`src/rtl/alu_pkg.sv`:
```
// Opcode encodings and condition-flag bit positions shared by the ALU arbiter
// and its sub-blocks.
package alu_pkg;

    localparam logic [2:0] OP_NOP   = 3'b000;
    localparam logic [2:0] OP_ADD   = 3'b001;
    localparam logic [2:0] OP_NOT   = 3'b010;
    localparam logic [2:0] OP_PASS1 = 3'b011;
    localparam logic [2:0] OP_PASS2 = 3'b100;

    localparam int FLAG_Z = 0;
    localparam int FLAG_C = 1;
    localparam int FLAG_N = 2;

    // Codes above PASS2 are reserved and must never reach the ALU.
    function automatic logic is_legal_op(input logic [2:0] op);
        return op <= OP_PASS2;
    endfunction

endpackage

```
`src/rtl/rr_arb2.sv`:
```
// Two-way round-robin grant with a last-granted pointer that only advances
// on an actual grant (a grant here is always an accepted transfer).
module rr_arb2 (
    input  logic       clk,
    input  logic       rst,
    input  logic [1:0] req,
    input  logic       en,
    output logic [1:0] gnt
);

    // last = 1 means requester 1 was granted most recently, so 0 is favoured.
    logic last;

    always_comb begin
        gnt = 2'b00;
        if (en) begin
            case (req)
                2'b01:   gnt = 2'b01;
                2'b10:   gnt = 2'b10;
                2'b11:   gnt = last ? 2'b01 : 2'b10;
                default: gnt = 2'b00;
            endcase
        end
    end

    always_ff @(posedge clk) begin
        if (rst) begin
            last <= 1'b1;
        end else if (|gnt) begin
            last <= gnt[1];
        end
    end

endmodule

```
`src/rtl/alu_arbiter.sv`:
```
// Shares one combinational ALU between two requesters and registers the
// result, its owner and the Z/C/N condition flags.
module alu_arbiter
    import alu_pkg::*;
#(
    parameter int WIDTH = 16
) (
    input  logic             clk,
    input  logic             rst,
    input  logic             req0_valid,
    input  logic [WIDTH-1:0] req0_in1,
    input  logic [WIDTH-1:0] req0_in2,
    input  logic [2:0]       req0_op,
    output logic             req0_ready,
    input  logic             req1_valid,
    input  logic [WIDTH-1:0] req1_in1,
    input  logic [WIDTH-1:0] req1_in2,
    input  logic [2:0]       req1_op,
    output logic             req1_ready,
    output logic [WIDTH-1:0] alu_in1,
    output logic [WIDTH-1:0] alu_in2,
    output logic [2:0]       alu_op,
    input  logic [WIDTH-1:0] alu_out,
    input  logic             alu_carry,
    output logic             res_valid,
    input  logic             res_ready,
    output logic [WIDTH-1:0] res_data,
    output logic             res_id,
    output logic [2:0]       flags,
    input  logic             flush,
    output logic             illegal
);

    // Handshakes: a transfer happens on a cycle where valid & ready are both 1.
    // ready never depends on the requester's own valid beyond arbitration, and
    // a requester must hold its inputs while valid & !ready.
    logic [1:0]       gnt;
    logic             can_accept;
    logic             accept;
    logic [2:0]       sel_op;
    logic [WIDTH-1:0] sel_in1;
    logic [WIDTH-1:0] sel_in2;
    logic             sel_legal;

    assign can_accept = !rst && !flush && (!res_valid || res_ready);

    rr_arb2 u_arb (
        .clk (clk),
        .rst (rst),
        .req ({req1_valid, req0_valid}),
        .en  (can_accept),
        .gnt (gnt)
    );

    assign req0_ready = gnt[0];
    assign req1_ready = gnt[1];
    assign accept     = |gnt;

    always_comb begin
        sel_op  = OP_NOP;
        sel_in1 = '0;
        sel_in2 = '0;
        if (gnt[0]) begin
            sel_op  = req0_op;
            sel_in1 = req0_in1;
            sel_in2 = req0_in2;
        end else if (gnt[1]) begin
            sel_op  = req1_op;
            sel_in1 = req1_in1;
            sel_in2 = req1_in2;
        end
    end

    // Reserved opcodes are presented to the ALU as a NOP with zero operands.
    assign sel_legal = is_legal_op(sel_op);
    assign alu_op    = sel_legal ? sel_op  : OP_NOP;
    assign alu_in1   = sel_legal ? sel_in1 : '0;
    assign alu_in2   = sel_legal ? sel_in2 : '0;

    always_ff @(posedge clk) begin
        if (rst) begin
            res_valid <= 1'b0;
            res_data  <= '0;
            res_id    <= 1'b0;
            flags     <= 3'b000;
            illegal   <= 1'b0;
        end else if (accept) begin
            res_valid <= 1'b1;
            res_data  <= sel_legal ? alu_out : '0;
            res_id    <= gnt[1];
            if (!sel_legal) begin
                illegal <= 1'b1;
            end
            if (sel_op == OP_ADD) begin
                flags[FLAG_Z] <= (alu_out == '0);
                flags[FLAG_N] <= alu_out[WIDTH-1];
                flags[FLAG_C] <= alu_carry;
            end else if (sel_op == OP_NOT) begin
                flags[FLAG_Z] <= (alu_out == '0);
                flags[FLAG_N] <= alu_out[WIDTH-1];
            end
        end else if (flush || (res_valid && res_ready)) begin
            res_valid <= 1'b0;
        end
    end

endmodule

```
`config.mk`:
```
export PLATFORM = sky130hd
export DESIGN_NAME = alu_arbiter
export DESIGN_NICKNAME = d
export VERILOG_FILES = /design/src/rtl/alu_pkg.sv /design/src/rtl/rr_arb2.sv /design/src/rtl/alu_arbiter.sv
export SDC_FILE = /design/constraint.sdc
export NUM_CORES = 1
export LEC_CHECK = 0
export CAP_MARGIN = 40
export CORE_ASPECT_RATIO = 1.1
export CORE_MARGIN = 4
export CORE_UTILIZATION = 29
export DETAILED_ROUTE_END_ITERATION = 8
export HOLD_SLACK_MARGIN = 0.15
export MAX_ROUTING_LAYER = met4
export PLACE_DENSITY_LB_ADDON = 0.25
export SYNTH_ARGS = -nofsm -noshare
export SYNTH_HDL_FRONTEND = slang
export SYNTH_SLANG_ARGS = --single-unit
```
`constraint.sdc`:
```
create_clock -name clk -period 3.9 [get_ports clk]
set_clock_uncertainty 0.05 [all_clocks]
set_input_delay 0.39 -clock clk [delete_from_list [all_inputs] [get_ports clk]]
set_output_delay 0.39 -clock clk [all_outputs]
set_load 0.02 [all_outputs]
```
=== After elaboration in Yosys (flattened, before gate mapping) ===
Index checks and enable logic that the tools add are counted.

* $lt $le $gt $ge: 1
* Equal/unequal tests: 5
* Reductions and logical operators: 15
* Multiplexer cells: 19
* Bitwise logic cells: 1

{| class="wikitable"
|+ Operators with widths
! kind !! count
|-
| two-way mux 16 bit || 7
|-
| zero test 16 bit || 1
|-
| two-way mux 3 bit || 3
|-
| two-way mux 1 bit || 6
|-
| case mux 2 bit (3 select lines) || 1
|-
| AND reduction 2 bit || 3
|-
| == test 2 bit (second input constant) || 2
|-
| two-way mux 2 bit || 2
|-
| nonzero test 2 bit || 2
|-
| == test 3 x 1 -> 1 bit (second input constant) || 1
|-
| == test 3 x 2 -> 1 bit (second input constant) || 1
|-
| <= comparator 3 bit (second input constant) || 1
|-
| logical AND 1 bit || 3
|-
| zero test 1 bit || 3
|-
| == test 2 x 1 -> 1 bit (second input constant) || 1
|-
| logical OR 1 bit || 2
|-
| OR reduction 2 bit || 1
|-
| inverter 1 bit || 1
|}

* Register bits: 23
* Word-level logic and storage cells: 48
* Input port bits: 93
* Output and inout port bits: 59

=== Depth between registers and ports, before layout ===
Gate-level depths: netlist of the first run.

* Word-level depth: 9
* Mapped depth: 7
* Depth with buffers taken out: 5

=== By module ===
Synthesis of the first run repeated with hierarchy kept, for this count alone.

* Cells, all modules: 206
* Area total of the unflattened synthesis: 1431.4 µm²

{| class="wikitable"
|+ By module, submodules not included
! module !! times used !! sequential area each (µm²) !! cells each !! area an instance (µm²)
|-
| alu_arbiter || 1 || 440.4 || 198 || 1372.6
|-
| rr_arb2 || 1 || 20.0 || 8 || 58.8
|}

=== Least setup slack after synthesis of the first run ===
Ideal clock, no wire load.

* Kind: input-to-output
* Start point: input port rst
* End point: output port alu_in1[10]
* Arrival: 1.758 ns
* Buffers on the path: 3
* Stages: 7
* Required time: 3.460 ns
* Path slack: 1.702 ns
* Path through: buf_2 nor2_1 and3_1 buf_2 clkbuf_1 a22oi_1 nor2_1

* Word-level cells in the longest chain between the ends: 8
* Elaborated cells on any way between the ends: 10
* Classes of those cells: order compare (1); mux (6); reduce/logical (3)

{| class="wikitable"
|+ Ends and longest elaborated chain
! element !! line !! RTL
|-
| start: declaration || alu_arbiter.sv:9 || <nowiki>input logic rst,</nowiki>
|-
| zero test 1 bit * || alu_arbiter.sv:45 || <nowiki>assign can_accept = !rst && !flush && (!res_valid || res_ready);</nowiki>
|-
| logical AND 1 bit * (2 in a row) || alu_arbiter.sv:45 ||
|-
| two-way mux 2 bit * || rr_arb2.sv:16 || <nowiki>if (en) begin</nowiki>
|-
| two-way mux 3 bit || alu_arbiter.sv:67 || <nowiki>end else if (gnt[1]) begin</nowiki>
|-
| two-way mux 3 bit || alu_arbiter.sv:63 || <nowiki>if (gnt[0]) begin</nowiki>
|-
| <= comparator 3 bit || alu_pkg.sv:17 || <nowiki>return op <= OP_PASS2;</nowiki>
|-
| two-way mux 16 bit * || alu_arbiter.sv:77 || <nowiki>assign alu_in1 = sel_legal ? sel_in1 : '0;</nowiki>
|-
| end: declaration || alu_arbiter.sv:20 || <nowiki>output logic [WIDTH-1:0] alu_in1,</nowiki>
|}

Every way passes the cells marked *; elsewhere a longest branch is shown, timed or not.

=== Final worst setup path of the first run ===
* Start point: input port req0_valid
* End point: output port alu_in2[3]

* Word-level cells in the longest chain between the ends: 7
* Elaborated cells on any way between the ends: 11
* Classes of those cells: order compare (1); eq/ne (3); mux (7)

{| class="wikitable"
|+ Ends and longest elaborated chain
! element !! line !! RTL
|-
| start: declaration || alu_arbiter.sv:10 || <nowiki>input logic req0_valid,</nowiki>
|-
| == test 2 bit / == test 2 x 1 -> 1 bit (equally long branches) || rr_arb2.sv:17 || <nowiki>case (req)</nowiki>
|-
| case mux 2 bit (3 select lines) * || rr_arb2.sv:17 ||
|-
| two-way mux 2 bit * || rr_arb2.sv:16 ||
|-
| two-way mux 3 bit || alu_arbiter.sv:67 ||
|-
| two-way mux 3 bit || alu_arbiter.sv:63 ||
|-
| <= comparator 3 bit || alu_pkg.sv:17 ||
|-
| two-way mux 16 bit * || alu_arbiter.sv:78 || <nowiki>assign alu_in2 = sel_legal ? sel_in2 : '0;</nowiki>
|-
| end: declaration || alu_arbiter.sv:21 || <nowiki>output logic [WIDTH-1:0] alu_in2,</nowiki>
|}

Marks and branches as above.

==> summary.md, run 1 <==
| Metric | Value |
|---|---|
| Outcome | `finished clean` |
| 1st-pass router iterations | `4` |
| CP Capture Type | `primary output` |
| Commonest cells post-synth | `43 x nor2_1, 32 x a22oi_1, 23 x dfxtp_1` |
| Via density | `roughly 5.1` |
| Hold_buf cts | `0` |
| Slew of the pin with the lowest slew margin | `0.497 ns` |
| Via Count | `1821` |
| CTS clk-pin slew, worst paths | `0.08 ns` |
| Core area | `approximately 4400 µm²` |
| Post-synth cell types | `33` |
| Ys async rst share | `0%` |
| Final worst-path cycle share | `83.4%` |
| CTS tree | `yes` |
| Critical Path Source Type | `input port` |
| Power per cell area | `about 230 nW/µm²` |
| Minimum clock period | `approximately 3.3 ns` |
| Placer Congestion | `just under 0.9` |
| Clock sinks | `23` |
| Reg2Reg Depth | `5` |
| Fin nets | `400` |
| Global-route wire length before repair | `8910 µm` |
| Clk_lat worst skew | `0.26 ns` |
| Worst path required time | `~3.5 ns` |
| Hpwl dp | `about 4800 µm` |
| CP max-delay cell | `clkdlybuf4s50_1` |
| Area growth syn-to-layout | `122%` |
| Critical path arrival | `2.81 ns` |
| PnR Total Power | `around 0.67 mW` |
| Top cell by count, worst path | `clkdlybuf4s50_1` |
| Total Routing Usage GR | `between 15 and 20%` |
| Most frequent cell after synthesis | `nor2_1` |
| Post-DP Area | `about 2900 µm²` |
| Share of the synthesized area in the top cell type | `between 30% and 40%` |
| Critical Path, Cell by Cell | `clkdlybuf4s50_1 > a21boi_2 > and3_1 > buf_12 > a22oi_1 > nor2_1 > clkdlybuf4s50_1` |
| Port Buffer Count | `approximately 150` |
| Root buffer cell | `clkbuf_8` |
| PostCTS Resize Cnt | `0` |
| Non-Filler Instances | `360` |
| Routed len/inst | `16.0 µm` |
| Mapped cell area | `between 1000 and 1500 µm²` |
| Post-synthesis register bit count | `23` |
| Synth top area cells | `dfxtp_1 35%, a22oi_1 18%, nor2_1 12%, a22o_1 11%, buf_2 3.0%` |
| Critical Path Max Stage Delay | `0.63 ns` |
| Die footprint | `about 5700 µm²` |
| Hold Path Depth | `2` |
| Cts bufs inserted | `3` |
| Row count | `25` |
| Worst vdd ir | `0.000205 V` |
| Die X | `~73 µm` |
| Synth Warn # | `0` |
| IO Pins | `between 150 and 200` |
| Synth Net Count | `roughly 250` |
| Initial Utilization | `a little under a third` |
| DIE HEIGHT | `around 79 µm` |
| 1st-iter DRT viols | `51` |
| Most area-hungry cell type in the Yosys netlist | `dfxtp_1` |
| Antenna violations before repair | `0` |
| Crit path max fanout | `25` |
| Number of setup buffers added after CTS | `0` |
| Bufs on Longest Clock Path | `2` |
| Max-slew violations | `0` |
| Post-route ant nets | `0` |
| Vias in the first global route | `between 1500 and 2000` |
| Cells after DPL | `356` |
| Ant diodes | `0` |
| Setup TNS | `0 ns` |
| Fin. Hold Viols | `0` |
| Static leakage | `between 1 and 1.5 nW` |
| Mean post-synth cell area | `~8.4 µm²` |
| Maxcap violations | `0` |
| GRT overflow | `0` |
| EDFF count, synth | `0` |
| Seq/Total Area, Yosys | `about 35%` |
| Worst hold margin | `approximately 0.42 ns` |
| Top_reg_cell synth | `dfxtp_1` |
| F_max | `307 MHz` |
| DRT Wirelength | `slightly below 6000 µm` |
| Count of final setup violators | `0` |
| H-tree lvl count | `1` |
| Remaining DRCs | `0` |
| Min-delay worst type | `reg2reg` |
| Unrepaired setup endpoints after global routing | `false` |
| Layout cell share with drive strength beyond 1 | `~5.6%` |
| Fin area | `roughly 2900 µm²` |
| Crit Path Category | `in2out` |
| Syn Inst Count | `159` |
| Largest net degree at the start of global routing | `34` |
| Max_slew headroom | `between 60% and 70%` |
cell type report:
| type | count | area, µm² |
|---|---|---|
| Timing Repair Buffer | 156 | 1560 |
| Fill cell | 366 | 1430 |
| Multi-Input combinational cell | 122 | 810 |
| Sequential cell | 23 | 460 |
| Tap cell | 54 | 67.6 |
| Clock buffer | 3 | 41.3 |
| Clock inverter | 1 | 5.00 |
| Inverter | 1 | 3.75 |
cell families (layout without fill, tap and decap cells):
| logic type | Yosys count | in the layout | share of synthesized area (%) |
|---|---|---|---|
| AOI/OAI and AO/OA | 58 | 58 | 37.3 |
| xor gates and xnor gates | 1 | 1 | 0.659 |
| buffers and inverters | 14 | 161 | 4.99 |
| and+or+nand+nor | 60 | 60 | 20.1 |
| DFF | 23 | 23 | 34.7 |
| muxes | 3 | 3 | 2.35 |
worst paths after layout:
kind               from    endpoint  slack (ns)
max          req0_valid  alu_in2[3]        0.65
min             illegal     illegal        0.42
max reg2reg  u_arb.last    flags[2]        1.93
min reg2reg     illegal     illegal        0.42
sequential cells by signal, summed over array words and instances, names as in the netlist:
name        count
res_id          1
illegal         1
u_arb.last      1
flags           3
res_data       16
res_valid       1
stage by stage:
step                      setup WS [ns]  utilization (%)
after floorplan                    1.70                -
after global placement            0.708             66.1
after detailed placement          0.641             66.3
after CTS                         0.634             67.3
after global routing              0.424             67.3
final                             0.648             67.3
worst max-delay path: cells and delay by family:
kind | cells | cell delay (ns)
buf+inv | 3 | 1.41
simple gates | 2 | 0.59
compound gates | 2 | 0.41
report_power, final:
group | leakage, nW | internal (mW) | switching [mW] | total, mW
sequential | 0.188 | 0.249 | 0.00745 | 0.256
clock | 0.0255 | 0.0712 | 0.0747 | 0.146
combinational | 0.887 | 0.160 | 0.111 | 0.271
total | 1.10 | 0.480 | 0.193 | 0.673
cell usage in the layout (no fill, tap or decap), types with 2 or more instances in the layout:
master,netlist,final
nor2_1,43,43
nand4_1,2,2
a32oi_2,2,2
clkdlybuf4s50_1,0,151
nand2b_1,3,3
a22o_1,16,16
clkbuf_8,0,3
a22oi_1,32,32
mux2i_1,2,2
buf_4,1,4
dfxtp_1,23,23
nor4_1,3,3
routing by layer:
metal | part of all wire, % | global-route usage [%]
met5 | 0 | -
met3 | 11 | 5.44
met2 | 51 | 35.8
met4 | 0.78 | 4.06
met1 | 38 | 21.7
Note: power is estimated with default switching activity, not from simulation.
==> inputs of run 2 (changes only) <==
Settings changed: CORE_UTILIZATION 29 to 27.
Clock period 3.9 ns to 3.4 ns, I/O delays scaled along.
==> run 2 against run 1 <==
  * Critical path type unchanged
  * Critical endpoint is now alu_in1[5]
  * Via count up 0.27%
  * Total power increased by 15%
  * Design area rose by 0.51%
  * Die area increased by 6.6%
  * Highest routed layer unchanged
  * Core utilization shrank 4.5 points
  * Combinational power up 15%
  * First-iteration DRC count up 25%
  * Non-clock buffer count stayed put
==> summary.md, run 2 (synthesis gave the netlist of run 1 again) <==
| Metric | Value |
|---|---|
| Outcome | `finished clean` |
| Antenna violations before repair | `0` |
| Post-DP Area | `just under 3000 µm²` |
| Grt met2 use | `a little under a third` |
| Static leakage | `about 1.1 nW` |
| Bufs on Longest Clock Path | `2` |
| Max reg flops | `16` |
| DIE HEIGHT | `approximately 80 µm` |
| Placer Congestion | `between 0.8 and 0.9` |
| Max_slew headroom | `68.8%` |
| Reg area | `around 460 µm²` |
| Routed len/inst | `16.4 µm` |
| FF-to-FF End | `flags[2]` |
| Slew of the pin with the lowest slew margin | `about 0.47 ns` |
| Reg2Reg Depth | `5` |
| CTS clk-pin slew, worst paths | `approximately 0.080 ns` |
| R2R Setup Slk | `approximately 1.5 ns` |
| M1 GR Usage | `20.1%` |
| R2r startpoint | `u_arb.last` |
| Global-route wire length before repair | `8510 µm` |
| Area growth syn-to-layout | `123%` |
| CP Capture Type | `primary output` |
| Hold Path Depth | `2` |
| Min-delay worst type | `reg2reg` |
| Number of setup buffers added after CTS | `0` |
| Hpwl dp | `about 5000 µm` |
| CTS tree | `yes` |
| Regs by FF count | `res_data (16), flags (3)` |
| Setup TNS | `0 ns` |
| Max-slew violations | `0` |
| Via density | `between 5 and 6` |
| GR Layer Usage met3 | `under 10%` |
| Remaining DRCs | `0` |
| Hold EP | `illegal` |
| Most used routing layer | `met2` |
| Ant diodes | `0` |
| PnR Total Power | `0.773 mW` |
| Critical Path Source Type | `input port` |
| Area of the multi-input gates | `810 µm²` |
| Root buffer cell | `clkbuf_8` |
| H-tree lvl count | `1` |
| Die footprint | `slightly above 6000 µm²` |
| Layout cell share with drive strength beyond 1 | `around 5.6%` |
| Unrepaired setup endpoints after global routing | `false` |
| Port Buffer Count | `around 150` |
| Die X | `74.9 µm` |
| Power per cell area | `around 260 nW/µm²` |
| Fin nets | `400` |
| Commonest non-fill, non-tap cells in the layout | `151 x clkdlybuf4s50_1, 43 x nor2_1, 32 x a22oi_1, 23 x dfxtp_1, 16 x a22o_1` |
| GRT overflow | `0` |
| F_max | `between 300 and 400 MHz` |
| Maxcap violations | `0` |
| Minimum clock period | `just under 3 ns` |
| Row count | `26` |
| Reg with most FFs | `res_data` |
| Filler instances | `between 400 and 500` |
| Count of final setup violators | `0` |
| Crit Path Category | `in2out` |
| IO Pins | `approximately 150` |
| PostCTS Resize Cnt | `0` |
| Clock sinks | `23` |
| Fin. Hold Viols | `0` |
| Hold_buf cts | `0` |
| 1st-iter DRT viols | `64` |
| Total Routing Usage GR | `a little under a fifth` |
| Crit path max fanout | `33` |
| Critical path arrival | `~2.6 ns` |
| Cts bufs inserted | `3` |
| Final worst-path cycle share | `between 80 and 90%` |
| Worst vdd ir | `0.000300 V` |
| Initial Utilization | `roughly 28%` |
| Fin area | `~3000 µm²` |
| Largest net degree at the start of global routing | `36` |
| Post-route ant nets | `0` |
| Worst path required time | `roughly 3 ns` |
| Min-delay src | `illegal` |
| DRT Wirelength | `5950 µm` |
| Core area | `around 4700 µm²` |
| Most common cell after layout, fill and taps aside | `clkdlybuf4s50_1` |
| Via Count | `~1800` |
| Clk_lat worst skew | `0.26 ns` |
| Vias in the first global route | `~1800` |
| 1st-pass router iterations | `4` |
## run 2: cell count changes in the layout (fill, tap and decap cells not counted)
cell    before  now
buf_4        4    3
buf_12       1    2
## run 2: through the flow
step	setup slack, ns	hold slack [ns]	cells	utilization (%)
6_report	0.422	0.422	362	62.8
5_1_grt	0.264	0.449	362	62.8
4_1_cts	0.407	0.430	362	62.8
3_5_place_dp	0.410	0.411	358	61.9
3_3_place_gp	0.489	0.401	357	61.7
2_1_floorplan	1.30	0.416	159	-
## run 2: layout make-up
| type | instances | area share (%) |
|---|---|---|
| Inverter | 1 | 0.127 |
| Multi-Input combinational cell | 122 | 27.3 |
| Timing Repair Buffer | 156 | 53.1 |
| Tap cell | 56 | 2.36 |
| Sequential cell | 23 | 15.5 |
| Clock inverter | 1 | 0.169 |
| Clock buffer | 3 | 1.39 |
## run 2: critical path: stages
cell             delay [ns]
clkdlybuf4s50_1        0.64
a21boi_2               0.15
a32oi_2                0.38
a211oi_4               0.13
buf_12                 0.19
nor2_1                 0.13
clkdlybuf4s50_1        0.62
## run 2: worst max-delay path by stage
stage                    start           to  slack [ns]  cells past startpoint
floorplan                  rst  alu_in1[10]        1.30                      7
global placement    req0_valid   alu_in1[5]        0.49                      7
detailed placement  req0_valid   alu_in1[5]        0.41                      7
CTS                 req0_valid   alu_in1[5]        0.41                      7
global route        req0_valid  alu_in1[12]        0.26                      7
finish              req0_valid   alu_in1[5]        0.42                      7
## run 2: where the power goes
part | internal [mW] | switching [mW] | total (mW)
logic | 0.185 | 0.128 | 0.313
registers | 0.286 | 0.00882 | 0.294
clock network | 0.0817 | 0.0839 | 0.166
## run 2: layer usage
layer,routed length [µm],share of wire [%]
met5,0,0
met4,122,2.0
met3,775,13
met2,2870,48
met1,2180,37
==> inputs of run 3 (changes only) <==
Settings changed: CORE_UTILIZATION 27 to 25, REMOVE_ABC_BUFFERS set to 1.
==> run 3 against run 2 <==
  * Fmax fell by 0.82%
  * Design area about the same
  * Wire length increased by 2.3%
  * Sequential share of layout area about the same
  * Count of clock-buffer cells in the layout is 1 higher
  * Register-to-register slack worse by 0.05 ns
  * Critical path type unchanged
  * Critical endpoint is now alu_in2[4]
==> summary.md, run 3 (synthesis gave the netlist of run 1 again) <==
| Metric | Value |
|---|---|
| DIE HEIGHT | `between 80 and 90 µm` |
| Min-delay worst type | `reg2reg` |
| Max_slew headroom | `between 60% and 70%` |
| Pint | `around 0.55 mW` |
| H-tree lvl count | `1` |
| Reg with most FFs | `res_data` |
| Ant diodes | `0` |
| Port Buffer Count | `between 150 and 200` |
| Critical path arrival | `between 2 and 3 ns` |
| Final worst slack | `0.397 ns` |
| Hold Path Depth | `2` |
| Crit path max fanout | `33` |
| Top cell by count, worst path | `clkdlybuf4s50_1` |
| Fin. Hold Viols | `0` |
| Post-route ant nets | `0` |
| Max reg flops | `16` |
| Switching portion of total power | `around 28%` |
| Placer Congestion | `slightly above 0.8` |
| Outcome | `finished clean` |
| Max-slew violations | `0` |
| Critical Path Max Stage Delay | `between 0.6 and 0.7 ns` |
| Via Count | `about 1800` |
| Switch Pwr | `0.218 mW` |
| Unrepaired setup endpoints after global routing | `false` |
| Crit Path Category | `in2out` |
| Slew of the pin with the lowest slew margin | `~0.5 ns` |
| 1st-pass router iterations | `5` |
| Routed len/inst | `around 17 µm` |
| Vias in the first global route | `~1900` |
| PostCTS Resize Cnt | `0` |
| Final worst-path cycle share | `88.3%` |
| Global-route wire length before repair | `roughly 9400 µm` |
| Min-delay src | `illegal` |
| Area growth syn-to-layout | `123%` |
| Count of final setup violators | `0` |
| R2r startpoint | `u_arb.last` |
| Bufs on Longest Clock Path | `2` |
| Largest net degree at the start of global routing | `36` |
| Remaining DRCs | `0` |
| Setup TNS | `0 ns` |
| Combinational share of power | `between 40% and 50%` |
| Cts bufs inserted | `3` |
| CTS tree | `yes` |
| R2R Setup Slk | `approximately 1.4 ns` |
| Hold EP | `illegal` |
| Maxcap violations | `0` |
| Reg2Reg Depth | `5` |
| Final Util | `just under 60%` |
| F_max | `approximately 330 MHz` |
| Row count | `27` |
| Worst path required time | `about 3 ns` |
| Commonest non-fill, non-tap cells in the layout | `151 x clkdlybuf4s50_1, 43 x nor2_1, 32 x a22oi_1, 23 x dfxtp_1, 16 x a22o_1` |
| GRT overflow | `0` |
| CTS clk-pin slew, worst paths | `~0.080 ns` |
| Crit path buf inv count | `3` |
| Worst vdd ir | `about 0.00023 V` |
| Total Routing Usage GR | `18.2%` |
| Core area | `a little over 5000 µm²` |
| Die footprint | `around 6500 µm²` |
| CP top delay family | `buffers and inverters` |
| Sequential power share | `between 30% and 40%` |
| Number of setup buffers added after CTS | `0` |
| Fin nets | `400` |
| Die X | `roughly 78 µm` |
| Critical Path, Cell by Cell | `clkdlybuf4s50_1 > a21boi_2 > a32oi_2 > a211oi_4 > buf_12 > nor2_1 > clkdlybuf4s50_1` |
| Antenna violations before repair | `0` |
| CP max-delay cell | `clkdlybuf4s50_1` |
| DP Worst Slack | `0.413 ns` |
| Hold_buf cts | `0` |
| Via density | `between 5 and 6` |
| 1st-iter DRT viols | `70` |
| Clk_lat worst skew | `0.26 ns` |
| Root buffer cell | `clkbuf_8` |
| DRT Wirelength | `approximately 6100 µm` |
| Minimum clock period | `~3 ns` |
| FF-to-FF End | `flags[2]` |
| Static leakage | `about 1.1 nW` |
| Critical Path Source Type | `input port` |
| Most common cell after layout, fill and taps aside | `clkdlybuf4s50_1` |
| Hpwl dp | `4990 µm` |
| Layout cell share with drive strength beyond 1 | `5.23%` |
| IO Pins | `between 150 and 200` |
| Clock sinks | `23` |
| Initial Utilization | `26.2%` |
| Power per cell area | `about 260 nW/µm²` |
| CP Capture Type | `primary output` |
| Regs by FF count | `res_data (16), flags (3)` |
| Clock share of power | `21.3%` |
## run 3: cell count changes in the layout (fill, tap and decap cells not counted), sizes merged
| cell | before | now |
|---|---|---|
| clkbuf | 3 | 4 |
| clkinv | 1 | 0 |
## run 3: how the worst max path moves through the flow
stage / startpoint / cells past startpoint / slack (ns) / end
floorplan: u_arb.last / 4 / 0.83 / alu_in1[0]
global placement: req0_valid / 7 / 0.48 / alu_in1[6]
detailed placement: req0_valid / 7 / 0.41 / alu_in1[6]
CTS: req0_valid / 7 / 0.40 / alu_in1[6]
global route: req0_valid / 7 / 0.23 / alu_in2[11]
finish: req0_valid / 7 / 0.40 / alu_in2[4]
## run 3: layout make-up
| cell class | count | area [µm²] |
|---|---|---|
| Tap cell | 58 | 72.6 |
| Fill cell | 478 | 2100 |
| Inverter | 1 | 3.75 |
| Multi-Input combinational cell | 122 | 810 |
| Sequential cell | 23 | 460 |
| Clock buffer | 4 | 45.0 |
| Timing Repair Buffer | 156 | 1570 |
## run 3: worst reg2reg max path, cell delays in order, from the launching register on
cell and delay (ns):
dfxtp_1 0.34, nand2b_1 0.24, a32oi_1 0.48, nand3_1 0.22, nor2_2 0.21, mux2_2 0.35
## run 3: power by group through the flow
stage	sequential, mW	clock, mW	combinational [mW]
finish	0.295	0.165	0.313
global route	0.297	0.185	0.333
CTS	0.295	0.172	0.315
detailed placement	0.300	0	0.314
global placement	0.300	0	0.309
floorplan	0.319	0	0.0911
## run 3: per-stage QoR
step                instances  power [mW]  hold WS [ns]  instance area, µm²
floorplan                 146       0.410         0.362                1270
global placement          359       0.609         0.403                2910
detailed placement        360       0.614         0.407                2920
CTS                       364       0.782         0.427                2970
global route              364       0.815         0.459                2970
finish                    364       0.772         0.420                2970
## run 3: per-layer routing
layer | global-route usage, % | vias up | wire length, µm
li1 | - | 894 | -
met1 | 20.2 | 832 | 2460
met2 | 31.7 | 115 | 2970
met3 | 5.26 | 6 | 574
met4 | 5.18 | 0 | 82
met5 | - | - | 0
